### src/rtl/seven_segment_pkg.sv
// Segment patterns for the seven-segment display interface, shared with the encoder side.
// Bit order is {a,b,c,d,e,f,g} with bit 6 = a, active-high.
package seven_segment_pkg;

    typedef logic [6:0] seg_pat_t;

    // Indexed by hex value 0..F
    localparam seg_pat_t SEG_TABLE [16] = '{
        7'b1111110, 7'b0110000, 7'b1101101, 7'b1111001,
        7'b0110011, 7'b1011011, 7'b1011111, 7'b1110000,
        7'b1111111, 7'b1110011, 7'b1110111, 7'b0011111,
        7'b1001110, 7'b0111101, 7'b1001111, 7'b1000111
    };

    localparam seg_pat_t BLANK = 7'b0000000;

endpackage

### src/rtl/seg_pattern_decode.sv
// Combinational reverse lookup of a segment pattern into its hex value.
// hit is low when the pattern is not one of the sixteen table entries.
module seg_pattern_decode
    import seven_segment_pkg::*;
(
    input  logic [6:0] seg,
    output logic [3:0] val,
    output logic       hit
);

    always_comb begin
        val = '0;
        hit = 1'b0;
        for (int i = 0; i < 16; i++) begin
            if (seg == SEG_TABLE[i]) begin
                val = 4'(i);
                hit = 1'b1;
            end
        end
    end

endmodule

### src/rtl/seven_segment_reader.sv
// Receiver for a multiplexed seven-segment bus: debounces each digit slot and recovers its hex value.
// Optional macro SEVEN_SEGMENT_READER_BLANK_EN accepts an all-dark digit as a legal (invalid-value) capture.
module seven_segment_reader
    import seven_segment_pkg::*;
#(
    parameter int NUM_DIGITS = 4,
    parameter int STABLE_CYC = 4
) (
    input  logic                    clk,
    input  logic                    rst,
    input  logic [6:0]              seg,
    input  logic [NUM_DIGITS-1:0]   an,
    output logic [4*NUM_DIGITS-1:0] digits,
    output logic [NUM_DIGITS-1:0]   digit_valid,
    output logic                    upd,
    output logic [2:0]              upd_idx,
    output logic                    pattern_err,
    output logic                    anode_err
);

    localparam logic [7:0] STABLE_MAX = 8'(STABLE_CYC);

    logic [NUM_DIGITS-1:0] an_q;
    seg_pat_t              seg_q;
    logic [7:0]            cnt;

    logic [2:0]            an_idx;
    logic                  an_multi;
    logic                  an_idle;
    logic                  an_hold;
    logic                  capture;
    logic [3:0]            dec_val;
    logic                  dec_hit;
    logic                  is_blank;

    // At the capture edge seg equals seg_q, so decoding the registered copy is equivalent
    seg_pattern_decode u_decode (
        .seg (seg_q),
        .val (dec_val),
        .hit (dec_hit)
    );

    always_comb begin
        an_idx = '0;
        for (int i = 0; i < NUM_DIGITS; i++) begin
            if (an[i]) an_idx = 3'(i);
        end
        an_idle  = (an == '0);
        an_multi = |(an & (an - NUM_DIGITS'(1)));
        an_hold  = (an == an_q) && (seg == seg_q) && (cnt != 8'd0);
        capture  = !an_idle && !an_multi && an_hold && (cnt == STABLE_MAX - 8'd1);
`ifdef SEVEN_SEGMENT_READER_BLANK_EN
        is_blank = (seg_q == BLANK);
`else
        is_blank = 1'b0;
`endif
    end

    always_ff @(posedge clk) begin
        if (rst) begin
            an_q        <= '0;
            seg_q       <= '0;
            cnt         <= '0;
            digits      <= '0;
            digit_valid <= '0;
            upd         <= 1'b0;
            upd_idx     <= '0;
            pattern_err <= 1'b0;
            anode_err   <= 1'b0;
        end else begin
            an_q        <= an;
            seg_q       <= seg;
            upd         <= 1'b0;
            pattern_err <= 1'b0;
            anode_err   <= 1'b0;

            if (an_idle) begin
                cnt <= '0;
            end else if (an_multi) begin
                cnt       <= '0;
                anode_err <= 1'b1;
            end else if (an_hold) begin
                // Saturating at STABLE_MAX is what prevents re-capturing a held pattern
                if (cnt != STABLE_MAX) cnt <= cnt + 8'd1;
            end else begin
                cnt <= 8'd1;
            end

            if (capture) begin
                for (int i = 0; i < NUM_DIGITS; i++) begin
                    if (an[i]) begin
                        if (is_blank) begin
                            digits[4*i +: 4] <= 4'd0;
                            digit_valid[i]   <= 1'b0;
                        end else if (dec_hit) begin
                            digits[4*i +: 4] <= dec_val;
                            digit_valid[i]   <= 1'b1;
                        end else begin
                            digit_valid[i]   <= 1'b0;
                        end
                    end
                end
                if (!is_blank) begin
                    upd         <= dec_hit;
                    pattern_err <= !dec_hit;
                    if (dec_hit) upd_idx <= an_idx;
                end
            end
        end
    end

endmodule

### config.mk
export PLATFORM = sky130hd
export DESIGN_NAME = seven_segment_reader
export DESIGN_NICKNAME = d
export VERILOG_FILES = /design/src/rtl/seven_segment_pkg.sv /design/src/rtl/seg_pattern_decode.sv /design/src/rtl/seven_segment_reader.sv
export SDC_FILE = /design/constraint.sdc
export NUM_CORES = 1
export LEC_CHECK = 0
export BUFFER_PORTS_ARGS = -buffer_cell sky130_fd_sc_hd__buf_4
export CAP_MARGIN = 10
export CORE_MARGIN = 2
export CORE_UTILIZATION = 30
export CTS_CLUSTER_SIZE = 14
export DETAILED_ROUTE_END_ITERATION = 8
export GPL_ROUTABILITY_DRIVEN = 0
export HOLD_SLACK_MARGIN = 0.15
export PLACE_DENSITY = 0.5
export SYNTH_ARGS = -nofsm -noshare
export SYNTH_HDL_FRONTEND = slang
export SYNTH_SLANG_ARGS = --single-unit
### constraint.sdc
create_clock -name clk -period 5.2 [get_ports clk]
set_input_delay 1.04 -clock clk [delete_from_list [all_inputs] [get_ports clk]]
set_output_delay 1.04 -clock clk [all_outputs]
set_load 0.01 [all_outputs]
==> results.sh <==
export IMPL_critPathTopFamily="simple AND/OR/NAND/NOR gates"
export IMPL_hold_class="flop to flop"
export IMPL_antenna_found_initial=0
export IMPL_grt_pass1_wl_mm=9.01
export IMPL_die_h_microns=91.6
export IMPL_io_pins=39
export IMPL_yosysWarnings=0
export IMPL_ant_nets=0
export IMPL_fin_crit_sh_pct=52.0
export IMPL_grt_overflow_total=0
export IMPL_end_kind="flop"
export IMPL_syn_instance_count=250
export IMPL_reg2reg_from="seg_q[3]"
export IMPL_synthToLayoutAreaGrowth_pct=17.0
export IMPL_synth_largest_area_cell="dfxtp_1"
export IMPL_vias_per_cell=4.91
export IMPL_hold_viol=0
export IMPL_clock_latency_ps=300
export IMPL_max_freq_ghz=0.370
export IMPL_die_x_microns=91.6
export IMPL_port_buffers=37
export IMPL_grt_pass1_vias=1794
export IMPL_nets=292
export IMPL_rows=31
export IMPL_critPathMaxStageDelay_ps=500
export IMPL_maxSlewViolCount=0
export IMPL_ys_async_sr_fraction_pct=0
export IMPL_arrival_ps=2900
export IMPL_vias=1846
export IMPL_drive_above_1_share_pct=20.6
export IMPL_die_area_sq_um=8390
export IMPL_finalSetupViolations=0
export IMPL_crit_buf_inv=1
export IMPL_drt_pass1_iter_count=4
export IMPL_cts_hold_buf=0
export IMPL_place_area_sq_um=2610
export IMPL_initial_core_util_pct=31.4
export IMPL_period_needed_ps=2700
export IMPL_cp_required_ps=5390
export IMPL_synth_edf_count=0
export IMPL_final_cell_mix="dfxtp_1, buf_4, nor2_1, xor2_1, nand2b_1"
export IMPL_cts_reportedPaths_clkPinSlew_ps=80
export IMPL_ys_flop_type="dfxtp_1"
export IMPL_ctsHtreeMaxLevel=2
export IMPL_clockBufferDepth=2
export IMPL_cts_made_buffers=5
export IMPL_syn_area_sq_um=2300
export IMPL_outcome="finished, final reports clean"
export IMPL_synth_top_area_share_pct=38.3
export IMPL_crit_path_top_delay_cell="and3_1"
export IMPL_synth_nets=265
export IMPL_crit_chain="buf_4 > xor2_1 > nor4_1 > and3_1 > o2111ai_2 > a22o_1"
export IMPL_synth_seq_cells=44
export IMPL_wl_per_cell_microns=14.3
export IMPL_cts_sink_count=44
export IMPL_fin_area_sq_um=2690
export IMPL_diodes=0
export IMPL_yosysUniqueCellTypes=51
export IMPL_first_iter_violations=107
export IMPL_relSlewSlack_pct=58.8
export IMPL_wirelength_mm=5.36
export IMPL_rsz0062_at_grt="no"
export IMPL_worstSetupPathType="input port to flop"
export IMPL_post_cts_buffers=0
export IMPL_core_sq_um=7330
export IMPL_clockRootBuffer="clkbuf_8"
export IMPL_tightest_slew_ps=613
export IMPL_power_density_nw_per_um2=227
export IMPL_synth_area_per_cell_sq_um=9.21
export IMPL_leakagePower_nw=1.11
export IMPL_startpoint_type="input port"
export IMPL_tns_ps=0
export IMPL_min_from="digits[13]"
export IMPL_grt_start_max_net_pins=44
export IMPL_ctsResizeCount=0
export IMPL_route_detailed_drc=0
export IMPL_crit_start="an[0]"
export IMPL_synthTopCellsByArea="dfxtp_1, xor2_1, mux2i_1, nand2b_1, nor2b_1"
export IMPL_finalClockSkew_ps=6.50
export IMPL_drv_cap=0
export IMPL_ir_drop_v=0.000104
export IMPL_cts_tree="yes"
export IMPL_worstPathMaxFanout=10
export IMPL_synth_seq_area_share_pct=38.3
export IMPL_final_common_cell="dfxtp_1"
export IMPL_hpwl_mm=3.85
export IMPL_grt_use_total_pct=13.5
-- per-layer routing --
metal / GRT usage, % / up-vias / wire, microns
met3: 2.90 / 6 / 266
met2: 19.5 / 52 / 2170
met5: 0 / - / 0
met4: 4.17 / 0 / 73
li1: - / 935 / -
met1: 19.7 / 853 / 2850
-- sequential cells by signal (all words and copies together), names as in the netlist --
name and flops:
cnt 8, seg_q 7, upd_idx 2, pattern_err 1
an_q 4, upd 1, anode_err 1, digits 16
digit_valid 4
-- stage by stage --
stage,power [mW],instances,hold WS [ps],worst slack (ps),utilization (%)
after global routing,0.642,376,521,2390,36.7
after CTS,0.623,376,481,2490,36.7
after detailed placement,0.411,369,467,2180,35.6
final,0.611,376,480,2500,36.7
after floorplan,0.395,250,480,2500,-
after global placement,0.411,369,473,2180,35.6
-- cells by family after synthesis --
group           share of synthesized area [%]
xor+xnor                                 7.23
simple gates                             27.8
buf+inv                                  5.16
compound gates                           13.8
other cells                             0.163
mux                                      6.09
flops                                    38.3
fa+ha+maj                                1.52
-- where the power goes --
part | switching [mW] | internal (mW)
sequential | 0.0120 | 0.342
combinational | 0.0258 | 0.0229
clock | 0.117 | 0.0911
total | 0.155 | 0.456
-- final timing paths --
kind                end  slack [ps]  cells past startpoint
max           digits[7]        2500                      6
min          digits[13]         480                      2
max reg2reg   digits[7]        2750                      5
min reg2reg  digits[13]         480                      2
-- layout make-up --
type / count / area [sq um]
Inverter: 7 / 26.3
Fill cell: 757 / 4640
Sequential cell: 44 / 881
Multi-Input combinational cell: 182 / 1300
Clock inverter: 2 / 12.5
Clock buffer: 5 / 68.8
Timing Repair Buffer: 37 / 278
Tap cell: 99 / 124
-- cell usage after synthesis (5+ instances only) --
cell / number
nor2_1: 19
nand3_1: 10
xor2_1: 18
nand2_1: 12
mux2i_1: 14
inv_1: 7
nand2b_1: 17
nor2b_1: 13
and3_1: 5
dfxtp_1: 44
a21oi_1: 6
buf_2: 8
clkbuf_1: 6
-- worst reg2reg max path: cells and delay by family (launching register included) --
family,cells,cell delay (ps)
XOR/XNOR,1,140
AO/OA/AOI/OAI,2,650
AND/OR/NAND/NOR,2,890
flip-flops,1,660
Note: power is estimated with default switching activity, not from simulation.
